==> src/rtl/core_reg_file.sv <==
// LETC integer register file: x1-x31 storage, hardwired-zero x0, two combinational
// read ports, one write port and a per-register busy scoreboard. Optional: LETC_REG_FILE_BYPASS_EN.
module core_reg_file #(
  parameter logic [31:0] RESET_VALUE = 32'h0
) (
  input  logic        clk,
  input  logic        rst,
  input  logic [4:0]  rs1_idx,
  output logic [31:0] rs1_rdata,
  output logic        rs1_busy,
  input  logic [4:0]  rs2_idx,
  output logic [31:0] rs2_rdata,
  output logic        rs2_busy,
  input  logic        rd_wen,
  input  logic [4:0]  rd_idx,
  input  logic [31:0] rd_wdata,
  input  logic        rsv_en,
  input  logic [4:0]  rsv_idx
);

  logic [31:0] regs [1:31];
  logic [31:1] busy;

  // Full 32-entry views so index 0 reads as zero without touching storage.
  logic [31:0] read_view [0:31];
  logic [31:0] busy_view;

  assign read_view[0] = 32'h0;
  assign busy_view    = {busy, 1'b0};

  generate
    for (genvar gi = 1; gi < 32; gi++) begin : g_reg
      assign read_view[gi] = regs[gi];

      always_ff @(posedge clk or posedge rst) begin
        if (rst) begin
          regs[gi] <= RESET_VALUE;
        end else if (rd_wen && rd_idx == 5'(gi)) begin
          regs[gi] <= rd_wdata;
        end
      end

      // A reservation on the same edge as the completing write wins.
      always_ff @(posedge clk or posedge rst) begin
        if (rst) begin
          busy[gi] <= 1'b0;
        end else if (rsv_en && rsv_idx == 5'(gi)) begin
          busy[gi] <= 1'b1;
        end else if (rd_wen && rd_idx == 5'(gi)) begin
          busy[gi] <= 1'b0;
        end
      end
    end
  endgenerate

`ifdef LETC_REG_FILE_BYPASS_EN
  logic byp1, byp2;
  logic rsv_hit1, rsv_hit2;

  always_comb begin
    byp1     = rd_wen && (rd_idx != 5'd0) && (rd_idx == rs1_idx);
    byp2     = rd_wen && (rd_idx != 5'd0) && (rd_idx == rs2_idx);
    rsv_hit1 = rsv_en && (rsv_idx != 5'd0) && (rsv_idx == rs1_idx);
    rsv_hit2 = rsv_en && (rsv_idx != 5'd0) && (rsv_idx == rs2_idx);
    rs1_rdata = byp1 ? rd_wdata : read_view[rs1_idx];
    rs2_rdata = byp2 ? rd_wdata : read_view[rs2_idx];
    // A forwarded value retires the reservation unless it is re-reserved now.
    rs1_busy  = byp1 ? rsv_hit1 : busy_view[rs1_idx];
    rs2_busy  = byp2 ? rsv_hit2 : busy_view[rs2_idx];
  end
`else
  always_comb begin
    rs1_rdata = read_view[rs1_idx];
    rs2_rdata = read_view[rs2_idx];
    rs1_busy  = busy_view[rs1_idx];
    rs2_busy  = busy_view[rs2_idx];
  end
`endif

endmodule

==> config.mk <==
export PLATFORM = sky130hd
export DESIGN_NAME = core_reg_file
export DESIGN_NICKNAME = d
export VERILOG_FILES = /design/src/rtl/core_reg_file.sv
export SDC_FILE = /design/constraint.sdc
export NUM_CORES = 2
export LEC_CHECK = 0
export CORE_UTILIZATION = 65
export CTS_CLUSTER_SIZE = 16
export DETAILED_ROUTE_END_ITERATION = 6
export PLACE_DENSITY = 0.82
export SYNTH_ARGS = -nofsm -noshare
export SYNTH_HDL_FRONTEND = slang
export SYNTH_SLANG_ARGS = --single-unit
==> constraint.sdc <==
create_clock -name clk -period 76.1 [get_ports clk]
set_input_delay 7.61 -clock clk [delete_from_list [all_inputs] [get_ports clk]]
set_output_delay 7.61 -clock clk [all_outputs]
set_load 0.02 [all_outputs]
[Word-level counts from Yosys, hierarchy flattened]
Index checks and enable logic that the tools add are counted.
Word-level totals
  memories kept: 0
  input bits: 56
  word-level logic and storage cells: 295
  register bits: 1023
  bits in latches: 0
  ROM bits: 0
  output and inout bits: 66
  memory bits (writable): 0
Operators by class
  multipliers: 0
  reductions and logical operators: 93
  div/mod/pow operators: 0
  add/subtract/negate cells: 0
  $lt $le $gt $ge: 4
  bitwise gates (word level): 2
  multiplexer cells: 72
  shift operators: 0
  eq/ne operators: 62
Operators with widths (count)
  binary-select mux 32 bit (select 5 bit): 2
  == test 5 bit, second input constant: 32
  2-to-1 mux 32 bit: 4
  == test 5 x 4 -> 1 bit, second input constant: 16
  2-to-1 mux 1 bit: 64
  logical AND 1 bit: 62
  nonzero test 2 bit: 31
  == test 5 x 3 -> 1 bit, second input constant: 8
  == test 5 x 2 -> 1 bit, second input constant: 4
  greater-or-equal comparator 6 bit, second input constant: 2
  less-than comparator 5 x 6 -> 1 bit, second input constant: 2
  inverter 5 -> 6 bit: 2
  binary-select mux 1 bit (select 5 bit): 2
  == test 5 x 1 -> 1 bit, second input constant: 2

[Depth between registers and ports, before layout]
  depth in word-level cells: 4
  gate-level depth with buffers: 8
  gate-level depth less buffers: 4

[Least setup slack after synthesis]
OpenSTA, ideal clock, no wires.
  path type: in2out
  start: input rs1_idx[0]
  end: output rs1_rdata[20]
  arrival time: 9.315 ns
  buffers on the path: 5
  path slack: 59.175 ns
  required time: 68.490 ns
  stages: 8
  cell sequence: buf_4 > buf_6 > buf_2 > buf_2 > buf_2 > a22o_1 > a211oi_1 > o31ai_1
On the way
  cells in the longest elaborated chain, start to end: 4
Ends and longest elaborated chain
  start: declaration: RTL line 8  | input logic [4:0] rs1_idx,
  inverter 5 -> 6 bit (not written as such): RTL line 73  | rs1_rdata = read_view[rs1_idx];
  binary-select mux 32 bit (select 5 bit): RTL line 73
  2-to-1 mux 32 bit (not written as such) (2 in a row): RTL line 73
  end: declaration: RTL line 9  | output logic [31:0] rs1_rdata,
Every way passes these cells. The select of a mux whose other input is x is not followed.

[Worst setup path after layout]
  start: input rs1_idx[0]
  end: output rs1_rdata[8]
The elaborated chain is that of the path after synthesis.

==> out/summary.log <==
[outcome] result of the run finished, final reports clean
[timing] worst setup skew after layout 0 ns
[clock_network] Max H-tree Level 3
[cells_and_area] combined area of the multi-input logic cells 27580 µm²
[floorplan] Core ar. 83560 µm²
[worst_setup_path] maximum fanout along the worst path 67
[timing] Least-Margin Pin Slew 1.155 ns
[worst_setup_path] Worst Setup End Kind output pin
[clock_network] clock latency at the later pin of the worst-skew pair 0.67 ns
[worst_setup_path] Critical Path Start Type primary input
[synth] sequential element share of the synthesized area 46.77%
[clock_network] number of buffers on the longest clock path 3
[timing] count of final setup violators 0
[clock_network] number of buffers inserted during clock tree synthesis 105
[floorplan] number of placed I/O pins 122
[routing] via count normalized by instance count 7.737
[synth] adder-cell area share of the yosys netlist 0%
[floorplan] horizontal extent of the die 292.2 µm
[cells_and_area] final net count 3722
[floorplan] # rows 106
[routing] wirelength, routed 165.7 mm
[clock_network] post-CTS clock slew at the launch and capture registers of the worst setup and hold paths 0.06 ns
[cells_and_area] Register Area 25600 µm²
[timing] number of failing hold endpoints at the final stage 0
[routing] DR WL/cell 34.29 µm
[routing] detailed-route DRC error count 0
[clock_network] number of buffers added to fix hold violations after cts 0
[clock_network] CTS sink count 1023
[synth] XOR/XNOR Fraction of Synth Area 0%
[worst_hold_path] HP Class reg2reg
[timing] final critical-path share of the clock period 25.97%
[synth] post-synthesis average cell area 14.47 µm²
[timing] number of max-slew violations in the final report 0
[cells_and_area] most frequent cells in the layout 1057 x sky130_fd_sc_hd__mux2_2, 1023 x sky130_fd_sc_hd__dfrtp_1, 396 x sky130_fd_sc_hd__mux4_2
[routing] DRC marker count from the first detailed-route iteration 4656
[worst_setup_path] crit-path cells buf_8 > buf_4 > buf_4 > mux4_2 > a22o_1 > o21ai_0 > o31ai_1 > clkdlybuf4s50_1
[global_route] global-route wire length before repair 249.9 mm
[floorplan] Chip Height 292.2 µm
[routing] drt pass-1 iters 6
[routing] routed vias 37386
[cells_and_area] commonest non-fill, non-tap cell in the layout sky130_fd_sc_hd__mux2_2
[flow_run] # Max-Cap Violations 0
[synth] flip-flop and latch count after synthesis 1023
[synth] number of instances in the synthesized netlist 3782
[place] final RePlAce weighted congestion 0.8728
[clock_network] CTS-repair resized insts 0
[routing] antenna-violating nets left 0
[worst_setup_path] critical path required time 68.49 ns
[timing] max-slew headroom at the worst pin 23.00%
[synth] Synth Cell Area 54740 µm²
[cells_and_area] proportion of layout cells with a drive suffix above 1 47.07%
[pwr] power density over the cells 27.21 nW/µm²
[synth] share of synthesized area spent on multiplexers 41.08%
[synth] number of enable flip-flop cells after synthesis 0
[clock_network] buffer cell driving the clock tree root sky130_fd_sc_hd__clkbuf_16
[worst_setup_path] classification of the worst setup path in2out
[synth] simple-gate share of the synthesized area 1.986%
[synth] combinational family with the most area after synthesis multiplexers
[pwr] VDD IR-drop max 0.00002084 V
[worst_setup_path] crit-path max cell delay 0.92 ns
[global_route] number of global-route vias before repair 38963
[clock_network] clock tree from TritonCTS done
[floorplan] starting density of the core 65.51%
[timing] time the final worst path needs with I/O delays and setup 19.77 ns
[global_route] overall fraction of global-route tracks in use 39.48%
[timing] setup repair after global routing missed its margin no
[worst_setup_path] CP max-delay cell sky130_fd_sc_hd__buf_4
[global_route] total gr overflow 0
[synth] Synth Net Count 3838
[pwr] Lkg Pwr 26.05 nW
[cells_and_area] area growth from synthesis to final layout 9.607%
[synth] Yosys warning total 0
[timing] FMAX 50.59 MHz
[worst_setup_path] worst endpoint data arrival time 12.16 ns
[timing] post-route setup TNS 0 ns
[floorplan] full die area 85380 µm²
[place] IO Port Bufs 121
[pwr] total power draw 1.632 mW
[place] placed wire-length estimate 90.42 mm
[cells_and_area] number of filler cells placed in the layout 5126
[global_route] number of antenna violations at the first check in global routing 5
[synth] number of unique standard cell types used by synthesis 33
[synth] compound-cell area share of the yosys netlist 6.873%
[synth] fraction of registers with async set/reset 100.0%
[clock_network] number of setup buffers added after CTS 0
[worst_setup_path] library cell appearing most often on the critical path sky130_fd_sc_hd__buf_4
[global_route] pin count of the biggest net entering global routing 191
[synth] most used flip-flop cell after synthesis sky130_fd_sc_hd__dfrtp_1
-- sequential cells by signal, summed over array words and instances (netlist names) --
name,count
read_view,992
busy,31
-- path summary, 6_finish.rpt --
check	from	end	slack [ns]	cells after the start
max in group asynchronous	rst	read_view[461]	64.14	6
max	rs1_idx[0]	rs1_rdata[8]	56.33	8
max reg2reg	read_view[378]	read_view[378]	75.27	1
min	busy[17]	busy[17]	0.52	2
min reg2reg	busy[17]	busy[17]	0.52	2
min in group asynchronous	rst	read_view[640]	7.47	2
-- layer usage --
metal	GRT usage (%)	vias up	wire length, µm
li1	-	14462	-
met1	51.85	19615	60300
met2	61.17	2659	77780
met3	9.514	644	17910
met4	21.63	6	9652
met5	0	-	45
-- where the power goes --
| group | internal [mW] | switching (mW) |
|---|---|---|
| registers | 0.652 | 0.0870 |
| logic | 0.204 | 0.144 |
| clock network | 0.322 | 0.225 |
| total | 1.18 | 0.455 |
-- metrics by stage --
stage | hold slack, ns | util [%] | setup WS (ns) | instances | area, µm²
finish | 0.5177 | 71.80 | 56.33 | 4832 | 60000
detailed placement | 0.5031 | 67.43 | 56.34 | 4639 | 56350
floorplan | 0.4606 | - | 39.70 | 3782 | 54740
global route | 0.5304 | 71.80 | 56.11 | 4831 | 59990
CTS | 0.5170 | 71.80 | 56.30 | 4830 | 59990
global placement | 0.4859 | 67.43 | 56.36 | 4639 | 56350
-- synth_stat cells (all sizes together) (35+ instances only) --
| cell | instances | area (µm²) |
|---|---|---|
| mux2 | 1058 | 11910 |
| dfrtp | 1023 | 25600 |
| mux4 | 396 | 8919 |
| clkbuf | 222 | 833.3 |
| a22o | 208 | 1822 |
| buf | 194 | 948.4 |
| mux2i | 165 | 1652 |
| nand2 | 88 | 330.3 |
| o21ai | 88 | 440.4 |
| o31ai | 71 | 533.0 |
| a211oi | 66 | 495.5 |
| o22ai | 66 | 412.9 |
| and2 | 35 | 219.0 |
-- cell families (layout without fill, tap and decap cells) --
| logic type | after synthesis | in the layout |
|---|---|---|
| compound gates | 505 | 505 |
| buf+inv | 422 | 390 |
| flops | 1023 | 1023 |
| mux | 1619 | 1619 |
| other cells | 0 | 2 |
| simple gates | 213 | 213 |
-- cell type report --
class	count	share of cell area [%]
antenna	2	0.008342
multi-input combinational	2337	45.98
timing repair buffer	193	2.966
tap	1080	2.252
inverter	6	0.05214
clock inverter	49	1.047
sequential	1023	42.67
clock buffer	142	5.030
-- critical path, delay by kind of cell --
family,cells,cell delay [ns]
buffers and inverters,4,2.93
multiplexers,1,0.63
AO/OA/AOI/OAI,3,0.86
Power figures use the tool's default switching activity.
